$ cat config.mk
export PLATFORM = sky130hd
export DESIGN_NAME = dsp_mac_pipe
export DESIGN_NICKNAME = d
export VERILOG_FILES = /design/src/rtl/dsp_mac_pipe.sv
export SDC_FILE = /design/constraint.sdc
export NUM_CORES = 2
export LEC_CHECK = 0
export BUFFER_PORTS_ARGS = -buffer_cell sky130_fd_sc_hd__buf_2
export CORE_MARGIN = 1.5
export CORE_UTILIZATION = 56
export DETAILED_ROUTE_END_ITERATION = 10
export PLACE_DENSITY = 0.79
export SKIP_CTS_REPAIR_TIMING = 1
export SLEW_MARGIN = 20
export SYNTH_ARGS = -nofsm -noshare
export SYNTH_HDL_FRONTEND = slang
export SYNTH_SLANG_ARGS = --single-unit
$ cat constraint.sdc
create_clock -name CLK -period 8.9 [get_ports CLK]
set_clock_uncertainty 0.1 [all_clocks]
set_input_delay 0.445 -clock CLK [delete_from_list [all_inputs] [get_ports CLK]]
set_output_delay 0.445 -clock CLK [all_outputs]
set_load 0.005 [all_outputs]
$ cat src/rtl/dsp_mac_pipe.sv
// Three-stage signed pre-add / multiply / post-add MAC with a per-sample valid bit and opmode.
// Optional saturation, overflow and zero flags; P feeds back for accumulation and drives PCOUT.
module dsp_mac_pipe #(
  parameter int A_WIDTH  = 18,
  parameter int B_WIDTH  = 18,
  parameter int C_WIDTH  = 48,
  parameter int P_WIDTH  = 48,
  parameter bit SATURATE = 1'b1
) (
  input  logic                      CLK,
  input  logic                      RST,
  input  logic                      CE,
  input  logic                      IN_VALID,
  input  logic signed [A_WIDTH-1:0] A,
  input  logic signed [B_WIDTH-1:0] B,
  input  logic signed [B_WIDTH-1:0] D,
  input  logic signed [C_WIDTH-1:0] C,
  input  logic signed [P_WIDTH-1:0] PCIN,
  input  logic [4:0]                OPMODE,
  output logic signed [P_WIDTH-1:0] P,
  output logic signed [P_WIDTH-1:0] PCOUT,
  output logic                      OUT_VALID,
  output logic                      OVF,
  output logic                      ZERO
);
  localparam int M_WIDTH = A_WIDTH + B_WIDTH + 1;
  localparam int S_WIDTH = P_WIDTH + 1;
  localparam logic [P_WIDTH-1:0] P_MAX = {1'b0, {(P_WIDTH-1){1'b1}}};
  localparam logic [P_WIDTH-1:0] P_MIN = {1'b1, {(P_WIDTH-1){1'b0}}};

  // Valid semantics: IN_VALID marks a sample (no backpressure, no ready); the valid bit travels
  // with its data and OUT_VALID pulses once when that sample's result lands in P. CE=0 freezes all.
  logic [A_WIDTH-1:0] a1_q, a1_d;
  logic [B_WIDTH-1:0] b1_q, b1_d, d1_q, d1_d;
  logic [C_WIDTH-1:0] c1_q, c1_d, c2_q, c2_d;
  logic [4:0]         op1_q, op1_d;
  logic               v1_q, v1_d, v2_q, v2_d;
  logic [M_WIDTH-1:0] m2_q, m2_d;
  logic [2:0]         op2_q, op2_d;
  logic [P_WIDTH-1:0] p_q, p_d;
  logic               ovf_q, ovf_d, zero_q, zero_d, out_valid_q, out_valid_d;

  logic [B_WIDTH:0]   b_ext, d_ext, pa;
  logic [M_WIDTH-1:0] a_ext, pa_ext;
  logic [S_WIDTH-1:0] x_ext, z_ext, s;
  logic [P_WIDTH-1:0] res;
  logic               ovf;

  always_comb begin
    a1_d  = A;
    b1_d  = B;
    d1_d  = D;
    c1_d  = C;
    op1_d = OPMODE;
    v1_d  = IN_VALID;
  end

  always_comb begin
    b_ext = {b1_q[B_WIDTH-1], b1_q};
    d_ext = {d1_q[B_WIDTH-1], d1_q};
    pa    = b_ext;
    if (op1_q[0]) begin
      pa = op1_q[1] ? (d_ext - b_ext) : (d_ext + b_ext);
    end
    // Both operands are widened to the full product width so the truncated product is exact.
    a_ext  = {{(M_WIDTH-A_WIDTH){a1_q[A_WIDTH-1]}}, a1_q};
    pa_ext = {{(M_WIDTH-B_WIDTH-1){pa[B_WIDTH]}}, pa};
    m2_d   = a_ext * pa_ext;
    c2_d   = c1_q;
    op2_d  = op1_q[4:2];
    v2_d   = v1_q;
  end

  always_comb begin
    x_ext = {{(S_WIDTH-M_WIDTH){m2_q[M_WIDTH-1]}}, m2_q};
    case (op2_q[1:0])
      2'd1:    z_ext = {{(S_WIDTH-C_WIDTH){c2_q[C_WIDTH-1]}}, c2_q};
      2'd2:    z_ext = {p_q[P_WIDTH-1], p_q};
      2'd3:    z_ext = {PCIN[P_WIDTH-1], PCIN};
      default: z_ext = '0;
    endcase
    s   = op2_q[2] ? (z_ext - x_ext) : (z_ext + x_ext);
    ovf = s[S_WIDTH-1] ^ s[S_WIDTH-2];
    res = s[P_WIDTH-1:0];
    if (SATURATE && ovf) begin
      res = s[S_WIDTH-1] ? P_MIN : P_MAX;
    end
    // Bubbles leave the result registers untouched so accumulation survives idle cycles.
    p_d         = v2_q ? res : p_q;
    ovf_d       = v2_q ? ovf : ovf_q;
    zero_d      = v2_q ? (res == '0) : zero_q;
    out_valid_d = v2_q;
  end

  always_ff @(posedge CLK) begin
    if (RST) begin
      a1_q        <= '0;
      b1_q        <= '0;
      d1_q        <= '0;
      c1_q        <= '0;
      op1_q       <= '0;
      v1_q        <= 1'b0;
      m2_q        <= '0;
      c2_q        <= '0;
      op2_q       <= '0;
      v2_q        <= 1'b0;
      p_q         <= '0;
      ovf_q       <= 1'b0;
      zero_q      <= 1'b1;
      out_valid_q <= 1'b0;
    end else if (CE) begin
      a1_q        <= a1_d;
      b1_q        <= b1_d;
      d1_q        <= d1_d;
      c1_q        <= c1_d;
      op1_q       <= op1_d;
      v1_q        <= v1_d;
      m2_q        <= m2_d;
      c2_q        <= c2_d;
      op2_q       <= op2_d;
      v2_q        <= v2_d;
      p_q         <= p_d;
      ovf_q       <= ovf_d;
      zero_q      <= zero_d;
      out_valid_q <= out_valid_d;
    end
  end

  assign P         = p_q;
  assign PCOUT     = p_q;
  assign OUT_VALID = out_valid_q;
  assign OVF       = ovf_q;
  assign ZERO      = zero_q;
endmodule

* Word level (Yosys, flattened, before mapping) *
Cells that the tools add are included.

storage, ports and cells
  flip-flop bits (word level) = 248
  word-level logic and storage cells = 31
  output and inout bits = 99
  bits of input ports = 159

operators by class
  multiplexer cells = 6
  $mul = 1
  add/sub/neg operators = 4
  bitwise logic cells = 1
  eq/ne operators = 3
  reductions and logical operators = 2

operator list
  operator                                                         number
  49-bit case mux with 3 select lines                              1
  48-bit 2-to-1 mux                                                2
  49-bit adder                                                     1
  49-bit 2-to-1 mux                                                1
  49-bit subtractor                                                1
  48-bit logical NOT                                               1
  19-bit 2-to-1 mux                                                2
  18-bit by 19-bit multiplier with 37-bit output                   1
  18-bit by 18-bit adder with 19-bit output                        1
  18-bit by 18-bit subtractor with 19-bit output                   1
  2-bit == test, second input constant                             2
  2-bit by 1-bit == test with 1-bit output, second input constant  1
  2-bit AND reduction                                              1
  1-bit bitwise XOR                                                1

* Longest topological paths before layout *
  depth in word-level cells = 7
  depth in mapped cells = 41
  depth with buffers taken out = 39

* Worst setup path before layout *
No wires, ideal clock.

  path type = reg-to-reg
  from = reg op1_q[1]
  to = reg m2_q[36]
  clock period less this slack = 9.046 ns
  arrival = 8.832 ns
  required time = 8.685 ns
  cell stages (with the launch flop) = 38
  setup time = 0.115 ns
  path buffers = 2
  slack = -0.146 ns
  cells stage by stage = dfxtp_1 clkbuf_1 buf_1 mux2i_1 ha_1 nor2b_1 o21ai_0 a21boi_0 o21ai_0 a211oi_1 nor2_1 a2111o_1 nand2_1 o41ai_1 mux2i_1 a21boi_0 fa_1 inv_1 [... 2 more ...] fa_1 inv_1 fa_1 fa_1 fa_1 inv_1 ha_1 a21o_1 a21o_1 a21oi_1 nor2b_1 a41oi_1 o211ai_1 nor3_1 o221a_2 o21a_1 nand2b_1 a2111oi_0

on the way
  word-level cells in the longest chain between the ends = 3

RTL lines
  what                                            line  text
  start: declaration                              36    logic [4:0] op1_q, op1_d;
  start signal: assignment                        116   op1_q <= op1_d;
  19-bit 2-to-1 mux                               63    pa = op1_q[1] ? (d_ext - b_ext) : (d_ext + b_ext);
  19-bit 2-to-1 mux                               62    if (op1_q[0]) begin
  18-bit by 19-bit multiplier with 37-bit output  68    m2_d = a_ext * pa_ext;
  end signal: assignment                          118   m2_q <= m2_d;
  end: declaration                                38    logic [M_WIDTH-1:0] m2_q, m2_d;

Every way passes these cells.
A chain may end at the register's enable or synchronous reset.

* Worst setup path after layout *
  from = reg b1_q[4]
  to = reg m2_q[36]

on the way
  word-level cells in the longest chain between the ends = 4

RTL lines
  what                                                                                                                line  text
  start: declaration                                                                                                  34    logic [B_WIDTH-1:0] b1_q, b1_d, d1_q, d1_d;
  start signal: assignment                                                                                            98    b1_q <= '0;
  start signal: assignment                                                                                            113   b1_q <= b1_d;
  18-bit by 18-bit adder with 19-bit output / 18-bit by 18-bit subtractor with 19-bit output (equally long branches)  63
  19-bit 2-to-1 mux                                                                                                   63
  19-bit 2-to-1 mux *                                                                                                 62
  18-bit by 19-bit multiplier with 37-bit output *                                                                    68

Every way passes the cells marked *; elsewhere a longest branch is shown, timed or not.

==> out/metrics.sh <==
MAPPED_NETS=3995
SYNTH-ASYNC-RESET-RATIO_PCT=0
LAYOUT.AREA.SEQ_UM2=4969
CLOCK-ROOT-BUFFER='sky130_fd_sc_hd__clkbuf_16'
LEADING_CELL_TYPE_IN_THE_LAYOUT_FILL_AND_TAPS_EXCLUDED='sky130_fd_sc_hd__inv_1'
WORST-PATH-MAX-FANOUT=5
CTS.SINKS=248
SYNTHESIS.AREA_PER_INSTANCE_UM2=8.626
CRITPATHARRIVALTIME_NS=9.46
CRITICAL_PATH.STARTPOINT='b1_q[4]'
DOMINANTREGCELLSYNTH='sky130_fd_sc_hd__dfxtp_1'
CRITICAL_PATH.REG2REG.ENDPOINT='m2_q[36]'
ROUTE.FINAL.WIRE_LENGTH_UM=81370
FLOORPLAN.DIE.HEIGHT_UM=229.5
GRT_SETUP_UNREPAIRED='true'
WORST_HOLD_STARTPOINT='OPMODE[1]'
NUMBER_OF_BUFFERS_ADDED_BY_THE_CLOCK_TREE_SYNTHESIS_STEP=28
PER_CELL_ROUTED_WIRE_LENGTH_UM=19.01
PLACE_WS_NS=-0.3632
ANTENNA_LEFT=0
PLACEMENT.CELL_AREA_UM2=31110
SYNTHTOLAYOUTAREAGROWTH_PCT=14.38
CLOCK.FMAX_GHz=0.1102
CTS_H_TREE_LVLS=1
END_KIND='flip-flop'
OUTCOME='finished, violations left'
HOLD_SLACK_NS=-0.02004
INSERTION_DELAY_NS=0.61
MAX_CLOCK_BUF_DEPTH=3
POWER_DENSITY_nW_PER_UM2=192.7
DRV_CAP=0
YS_SEQ_AREA_SHARE_PCT=17.28
DRT-INITIAL-DRC-COUNT=1648
DRT_PASS1_ITERATIONS=6
SYNTH-EDFF-COUNT=0
VIOLATIONS='negative hold slack, negative setup slack'
CRITICAL-PATH-TOP-CELL-BY-COUNT='sky130_fd_sc_hd__fa_1'
CRITICAL_PATH.MAX_STAGE_DELAY_NS=0.54
CLK_PIN_SLEW_NS=0.07
CTS_TREE='built'
MULTI_INPUT_GATE_AREA_IN_THE_FINAL_LAYOUT_UM2=21490
FINAL_MIN_PERIOD_OVER_CLOCK_PERIOD_PCT=101.9
ROUTE.DETAILED.DRC=0
FINAL_MAX_SLEW_VIOL_COUNT=0
STATIC_LEAKAGE_POWER_nW=15.96
RELSLEWSLACK_PCT=26.75
FLOORPLAN.DIE.WIDTH_UM=229.5
FIRST_GLOBAL_VIAS=24090
REG_TO_REG_SLACK_SETUP_NS=-0.17
DETAILED_ROUTE_VIAS_PER_INSTANCE=5.722
PLACE_HPWL_UM=62610
PIN_COUNT_OF_THE_BIGGEST_NET_ENTERING_GLOBAL_ROUTING=115
MIN_PERIOD_NS=9.071
ANTENNA_FOUND_INITIAL=3
FILLCELLCOUNT=3999
LAYOUT-DRIVE-GT1-SHARE_PCT=18.59
WORSTMARGINPINSLEW_NS=1.093
LAYOUT_COMMON_CELLS='sky130_fd_sc_hd__inv_1 (440), sky130_fd_sc_hd__nor2_1 (340), sky130_fd_sc_hd__fa_1 (327)'
VIAS=24490
CORE_UM2=50380
FINALSETUPVIOLATIONS=2
POST_SYNTHESIS_INSTANCE_AREA_UM2=28730
COUNT_OF_SYNTHESIS_STAGE_WARNINGS_FROM_YOSYS=0
WORSTREGTOREGCELLS=37
IO_PINS=258
GP_ROUTABILITY_CONGESTION=0.9689
STARTPOINT_TYPE='flip-flop'
SETUP_TOTAL_NEGATIVE_SLACK_NS=-0.2029
START_UTIL_PCT=57.04
FINISH.NET_COUNT=4249
CRITICAL_PATH_REQUIRED_NS=9.29
BUFFER_PORTS.INSERTED=257
WORST_R2R_START='b1_q[4]'
IRDROPWORSTVDD_mV=0.2049
CP-ENDPOINT='m2_q[36]'
SYNTH_CELL_TYPES=84
GRT_OVERFLOW_TOTAL=0
FINAL_CELL_AREA_UM2=32870
FIRST_PASS_GRT_WIRE_LENGTH_UM=127800
HOLD_PATH.CLASS='input pin to flip-flop'
DIEAREA_UM2=52670
SYNTH.FF_LATCH_COUNT=248
CP_SLOWEST_CELL='sky130_fd_sc_hd__fa_1'
SYNTH_CELLS=3331
TIMING_HOLD_VIOLATIONS_FINAL=26
WORSTSETUPPATHTYPE='flip-flop to flip-flop'
ROWS=82
HOLD_PATH_DEPTH=3
LAYOUT_SETUP_WS_NS=-0.1705
TRACK_USAGE_PCT=30.24
synthesized netlist by cell type (all sizes together), types with 13 or more instances:
cell    number  area (um^2)
a211oi      65        563.0
a21boi      15        112.6
a21o        47        352.8
a21oi      151        774.5
a22o        48        420.4
a31oi       18        112.6
and2       132        825.8
and3        16        100.1
buf         97        574.3
clkbuf     131        491.7
dfxtp      248         4965
fa         341         6827
ha         164         2052
inv        450         1689
mux2        58        653.1
mux2i      192         1922
nand2      240        900.9
nand2b      21        131.4
nand3       30        150.1
nand4       16        100.1
nor2       343         1295
nor2b       38        237.7
nor3        37        185.2
nor4        13        96.34
o21a        15        112.6
o21ai      114        570.6
o21bai      13        97.59
or3         17        106.4
xnor2      110        989.7
xor2        27        244.0
through the flow:
step	std cells	hold WS (ns)	total power, mW	util, %
after floorplan	3331	0.3561	3.812	-
after global placement	4195	0.3504	4.760	61.76
after detailed placement	4195	0.3601	4.861	61.76
after CTS	4245	-0.04451	6.114	63.68
after global routing	4280	-0.003094	6.827	65.24
final	4280	-0.02004	6.332	65.24
routing by layer:
metal / share of wire (%) / track usage [%] / vias to the layer above
met5: 0 / 0 / -
met4: 5.8 / 14.64 / 0
met3: 6.6 / 3.598 / 210
met2: 46 / 50.08 / 963
met1: 41 / 39.27 / 11920
li1: - / - / 11400
area by class of cell:
type	count	area share [%]
multi-input cells	2405	65.40
well taps	672	2.558
inverters	450	5.140
repair buffers	452	8.817
diodes	3	0.02284
clock inverters	13	0.5596
clock buffers	37	2.387
flip-flops and latches	248	15.12
cells by family (layout without fill, tap and decap cells):
logic type	count (synthesis)	after routing	synth area share [%]
AND/OR/NAND/NOR	943	943	15.53
adder cells (fa/ha/maj)	512	512	31.16
XOR/XNOR	137	137	4.294
AO/OA/AOI/OAI	563	563	13.19
other	0	3	0
flip-flops	248	248	17.28
buffers and inverters	678	952	9.589
multiplexers	250	250	8.962
sequential cells by signal, indices dropped and copies added (netlist names):
register,cells
op1_q,5
OVF,1
c1_q,48
m2_q,37
op2_q,3
v1_q,1
OUT_VALID,1
a1_q,18
c2_q,48
ZERO,1
out_valid_d,1
b1_q,18
P,48
d1_q,18
how the worst min path moves through the flow:
stage               end  slack (ns)
2_1_floorplan   c2_q[0]        0.36
6_report       op1_q[1]       -0.02
3_3_place_gp       ZERO        0.35
3_5_place_dp       ZERO        0.36
5_1_grt        op1_q[1]      -0.003
4_1_cts         c1_q[3]       -0.04
worst max-delay path: cells and delay by family, from the launching register on:
family | cells | cell delay (ns)
fa+ha+maj | 8 | 3.58
buf+inv | 7 | 0.67
simple gates | 12 | 2.02
xor+xnor | 2 | 0.20
mux | 1 | 0.30
compound gates | 7 | 1.75
flops | 1 | 0.34
power by group:
part	switching [mW]	total, mW	internal (mW)
Combinational	2.12	3.76	1.63
Sequential	0.131	1.33	1.20
Clock	0.529	1.24	0.712
No activity file was read; power rests on OpenSTA's default activity.
